[src/rtl/multi_channel_debouncer.sv]
// Multi-channel synchroniser + shared prescaler + unanimous-vote filter; debounced/sample_tick registered.
// Optional edge pulses (rise/fall) when DEBOUNCE_EDGE_EN is defined; enable=0 freezes filter and prescaler only.
module multi_channel_debouncer #(
    parameter int CHANNELS     = 2,
    parameter int SYNC_STAGES  = 2,
    parameter int FILTER_WIDTH = 3,
    parameter int SAMPLE_DIV   = 1,
    parameter bit RESET_LEVEL  = 1'b1
) (
    input  logic                control_clock,
    input  logic                reset,
    input  logic                enable,
    input  logic [CHANNELS-1:0] raw_in,
    output logic [CHANNELS-1:0] debounced,
    output logic                sample_tick
`ifdef DEBOUNCE_EDGE_EN
    ,
    output logic [CHANNELS-1:0] rise,
    output logic [CHANNELS-1:0] fall
`endif
);

    localparam int CNT_W = (SAMPLE_DIV > 1) ? $clog2(SAMPLE_DIV) : 1;
    localparam logic [CNT_W-1:0] CNT_LAST = CNT_W'(SAMPLE_DIV - 1);

    logic [CHANNELS-1:0][SYNC_STAGES-1:0]  sync_q, sync_d;
    logic [CHANNELS-1:0][FILTER_WIDTH-1:0] hist_q, hist_d;
    logic [CHANNELS-1:0]                   debounced_q, debounced_d;
    logic [CNT_W-1:0]                      cnt_q, cnt_d;
    logic                                  tick;
    logic                                  sample_tick_q, sample_tick_d;

    always_comb begin
        tick          = enable && (cnt_q == CNT_LAST);
        sample_tick_d = tick;
        cnt_d         = cnt_q;
        if (enable) begin
            cnt_d = tick ? '0 : cnt_q + CNT_W'(1);
        end
        for (int i = 0; i < CHANNELS; i++) begin
            sync_d[i] = {sync_q[i][SYNC_STAGES-2:0], raw_in[i]};
            hist_d[i] = tick ? {hist_q[i][FILTER_WIDTH-2:0], sync_q[i][SYNC_STAGES-1]}
                             : hist_q[i];
            // Only a unanimous history may move the output; mixed history holds.
            debounced_d[i] = debounced_q[i];
            if (&hist_q[i]) begin
                debounced_d[i] = 1'b1;
            end else if (~|hist_q[i]) begin
                debounced_d[i] = 1'b0;
            end
        end
    end

    always_ff @(posedge control_clock or posedge reset) begin
        if (reset) begin
            sync_q        <= {(CHANNELS*SYNC_STAGES){RESET_LEVEL}};
            hist_q        <= {(CHANNELS*FILTER_WIDTH){RESET_LEVEL}};
            debounced_q   <= {CHANNELS{RESET_LEVEL}};
            cnt_q         <= '0;
            sample_tick_q <= 1'b0;
        end else begin
            sync_q        <= sync_d;
            hist_q        <= hist_d;
            debounced_q   <= debounced_d;
            cnt_q         <= cnt_d;
            sample_tick_q <= sample_tick_d;
        end
    end

    assign debounced   = debounced_q;
    assign sample_tick = sample_tick_q;

`ifdef DEBOUNCE_EDGE_EN
    logic [CHANNELS-1:0] rise_q, rise_d, fall_q, fall_d;

    // History resets to the same level as the output, so release never fakes an edge.
    always_comb begin
        rise_d = debounced_d & ~debounced_q;
        fall_d = ~debounced_d & debounced_q;
    end

    always_ff @(posedge control_clock or posedge reset) begin
        if (reset) begin
            rise_q <= '0;
            fall_q <= '0;
        end else begin
            rise_q <= rise_d;
            fall_q <= fall_d;
        end
    end

    assign rise = rise_q;
    assign fall = fall_q;
`endif

endmodule

[config.mk]
export PLATFORM = sky130hd
export DESIGN_NAME = multi_channel_debouncer
export DESIGN_NICKNAME = d
export VERILOG_FILES = /design/src/rtl/multi_channel_debouncer.sv
export SDC_FILE = /design/constraint.sdc
export NUM_CORES = 1
export LEC_CHECK = 0
export CAP_MARGIN = 20
export CORE_AREA = 2 2 39 41
export DETAILED_ROUTE_END_ITERATION = 6
export DIE_AREA = 0 0 41 43
export PLACE_DENSITY_LB_ADDON = 0.12
export SLEW_MARGIN = 5
export SYNTH_ARGS = -nofsm -noshare
export SYNTH_HDL_FRONTEND = slang
export SYNTH_SLANG_ARGS = --single-unit
[constraint.sdc]
create_clock -name control_clock -period 1 [get_ports control_clock]
set_input_delay 0.15 -clock control_clock [delete_from_list [all_inputs] [get_ports control_clock]]
set_output_delay 0.15 -clock control_clock [all_outputs]
set_load 0.01 [all_outputs]
======== Word-level counts from Yosys, hierarchy flattened ========
Cells that the tools add are included.
operators by class
  muxes and demuxes ....................... 5
  add/sub/neg operators ................... 1
  bitwise operators ....................... 1
  $mul .................................... 0
  shifts and indexed selects .............. 0
  divide/modulo/power cells ............... 0
  $lt $le $gt $ge ......................... 0
  eq/ne operators ......................... 2
  reduce and logical (&&, ||, !) cells .... 5
operators with widths
  operator             number
  $reduce_and 3->1     2
  $reduce_or 3->1      2
  $mux 1               5
  $ne 2x2->1 const B   2
  $add 1x1->1 const B  1
  $logic_and 1x1->1    1
  $not 1->1            1
storage, ports and cells
  word-level logic and storage cells ...... 22
  RAM bits ................................ 0
  ROM bits ................................ 0
  output and inout port bits .............. 3
  memories kept ........................... 0
  input bits .............................. 5
  register bits after elaboration ......... 14
  bits in latches ......................... 0

======== Depth between registers and ports, before layout ========
  depth after elaboration ................. 3
  mapped depth ............................ 3
  depth with buffers taken out ............ 2

======== Worst setup path before layout ========
Ideal clock, no wire load.
  path kind ............................... register to register
  from .................................... register cnt_q
  to ...................................... register hist_q[0] (netlist name)
  slack ................................... 8 ps
  period minus slack after synthesis ...... 992 ps
  data required time ...................... 918 ps
  buffers on the path ..................... 1
  stages on the path, launching flop included .. 4
  data arrival time ....................... 910 ps
  cells stage by stage .................... dfrtp_1 > nor2b_4 > buf_6 > mux2_4
between the ends
  word-level cells in the longest chain between the ends .. 2
RTL lines
  what                     RTL line  source
  from (decl)              29        logic [CNT_W-1:0] cnt_q, cnt_d;
  from (signal assigned)   65        cnt_q <= cnt_d;
  $not 1->1                34        tick = enable && (cnt_q == CNT_LAST);
  $logic_and 1x1->1        34
  named net sample_tick_d  31        logic sample_tick_q, sample_tick_d;
  to (signal assigned)     57        hist_q <= {(CHANNELS*FILTER_WIDTH){RESET_LEVEL}};
  to (signal assigned)     63        hist_q <= hist_d;
  to (decl)                27        logic [CHANNELS-1:0][FILTER_WIDTH-1:0] hist_q, hist_d;
The timed path passes the listed nets, and every way through them passes these cells.
A chain may end at the register's enable or synchronous reset.

======== Worst setup path in the final report ========
  from .................................... register cnt_q
  to ...................................... register hist_q[4] (netlist name)
between the ends
  word-level cells in the longest chain between the ends .. 2
RTL lines
  what               RTL line
  $not 1->1          34
  $logic_and 1x1->1  34
No other way between the ends.

==> reports/qor.yml <==
status: "complete, but fails checks"
violations: "setup timing"
critPathKind: "register to register"
switching_share_pct: 23.0
internal_power_mw: 1.12
slew_viol_final: 0
dieHeight_um: 43
synth_edf_count: 0
p_leak_nw: 0.306
synth_top_area_cell: "dfstp_2"
cp.required_ns: 1.21
top_level_ports: 8
finalCritPeriodShare_pct: 108
drive_gt1_share_pct: 66.7
worstPathArrival_ns: 1.29
drt_iter0_markers: 5
grt_pass1_wl_mm: 1.23
critPathLaunchType: "register"
cts_buffer_depth: 2
drt_drc_violations_left: 0
netSwitchingPower_mw: 0.335
postSynthAreaPerCell_sq_um: 16.6
cts_root_buf: "clkbuf_4"
n_antenna_cell: 0
core_sq_mm: 0.00138
power.share.sequential_pct: 52.2
grt_usage_pct: 11.1
hp-class: "input port to asynchronous set/reset pin"
synth_most_common_cell: "dfstp_2"
crit_fanout: 7
antenna_found_initial: 0
drt_wl_total_um: 703
dp_hpwl_um: 507
synth.top_cells.by_count: "12 x dfstp_2, 6 x mux2_4, 4 x o21ai_0"
wl_per_cell_um: 11.5
r2r_setup_slack_ns: -0.08
vias: 280
synth_top_flop_cell: "dfstp_2"
tightestPinTransition_ns: 0.269
place_area_sq_um: 632
reg2reg_depth: 2
multiInputGateArea_sq_um: 143
hold_buffers: 0
p_clk_share_pct: 27.5
seq_area_sq_um: 365
final_antenna_net_count: 0
gr-total-overflow: 0
ys_seq_area_share_pct: 68.9
fin_crit_ns: 1.08
setup_violations: 8
htreeDepth: 1
num_rows: 14
fin_ws_ns: -0.0790
cap_violations: 0
ir_worst_vdd_v: 0.000868
cts.sinks: 14
port_buffers: 7
cts_tree: "done"
gp_congestion: 0.627
syn-cell-area_sq_um: 531
clock_latency_ns: 0.27
end_kind: "register"
tns_ns: -0.571
synth-seq-cells: 14
num-fill-cells: 131
cts_buffers: 3
via_per_inst: 4.59
relSlewSlack_pct: 82.1
yosys.cell_types.count: 9
rsz0062_at_grt: "true"
async_reset_ff_share_pct: 100
r2r-end: "hist_q[4]$_DFFE_PP1P_"
synth.net_count: 37
dr.pass1.iters: 2
first_global_vias: 314
synth_area_leaders: "dfstp_2 59%, mux2_4 17%, dfrtp_1 9.4%, o21ai_0 3.8%, nor2b_4 2.6%"
grt_max_degree: 15
yosys_warnings: 0
dieWidth_um: 41
yosys.area.top_type_share_pct: 59.4
syn_inst: 32
die_area_sq_mm: 0.00176
areaGrowthSynthToFinish_pct: 25.5
power_mw: 1.45
fin_nets: 51
max_freq_ghz: 0.927
power_frac_comb_pct: 20.3
final_area_sq_um: 666
clock_skew_ns: 0.000627
clk_pin_slew_ns: 0.08
power_density_mw_per_mm2: 2180
initial_core_util_pct: 38.3
rr_startpoint: "cnt_q$_DFFE_PP0P_"
hold_viol: 0
## cell families after synthesis
logic type	synth area share (%)
buffers and inverters	4.24
DFF	68.9
and+or+nand+nor	4.24
AOI/OAI and AO/OA	5.66
muxes	17.0
## sequential cells by signal, indices dropped and copies added (netlist names)
name,count
cnt_q,1
debounced,2
hist_q,6
sample_tick,1
sync_d,2
sync_q,2
## stage by stage
stage               worst slack, ns  hold WS (ns)  cells  util, %
global placement             -0.306         0.348     57     45.7
finish                      -0.0790         0.159     61     48.1
floorplan                   0.00799        0.0306     32        -
global route                 -0.126         0.164     61     48.1
detailed placement           -0.331         0.349     57     45.7
CTS                         -0.0866         0.158     61     48.1
## worst max-delay path: stages (launching register included)
cell and delay, ns:
dfrtp_1 0.41, nor2b_4 0.27, mux2_4 0.33
## power by group through the flow
stage	logic (mW)	clock network, mW	registers (mW)
after global placement	0.281	0	0.756
after CTS	0.296	0.410	0.762
after global routing	0.322	0.449	0.770
after floorplan	0.119	0	0.774
after detailed placement	0.291	0	0.762
final	0.295	0.399	0.759
## layout make-up
type | instances | area share [%]
well taps | 16 | 3.01
inverters | 3 | 1.69
multi-input cells | 14 | 21.4
flip-flops and latches | 14 | 54.9
clock buffers | 4 | 5.45
repair buffers | 10 | 13.5
## worst max path at each step
stage,start,end,slack (ns)
after floorplan,cnt_q$_DFFE_PP0P_,hist_q[0]$_DFFE_PP1P_,0.008
after global placement,enable,hist_q[3]$_DFFE_PP1P_,-0.31
after detailed placement,enable,hist_q[5]$_DFFE_PP1P_,-0.33
after CTS,cnt_q$_DFFE_PP0P_,hist_q[4]$_DFFE_PP1P_,-0.09
after global routing,cnt_q$_DFFE_PP0P_,hist_q[2]$_DFFE_PP1P_,-0.13
final,cnt_q$_DFFE_PP0P_,hist_q[4]$_DFFE_PP1P_,-0.08
## timing repair
| action | in CTS | in global routing |
|---|---|---|
| resized for setup | 14 | 1 |
| setup endpoints to repair | 9 | 9 |
| pin swaps | 0 | 0 |
| setup buffers | 0 | 0 |
## routing by layer
layer / share of wire, % / GRT usage [%]
met1: 42 / 11.3
met2: 53 / 15.9
met3: 5.0 / 6.28
met4: 0 / 8.00
met5: 0 / 0
## placed cells by master, fill, tap and decap left out
master           instances
mux2_4                   6
and2b_2                  1
buf_6                    2
clkdlybuf4s50_1          4
dfrtp_1                  2
o21ai_0                  3
buf_2                    1
a21oi_1                  2
nor2b_4                  1
buf_4                    3
dfstp_2                 12
clkbuf_8                 1
o21ai_1                  1
clkbuf_4                 3
inv_1                    3
Note: power is estimated with default switching activity, not from simulation.
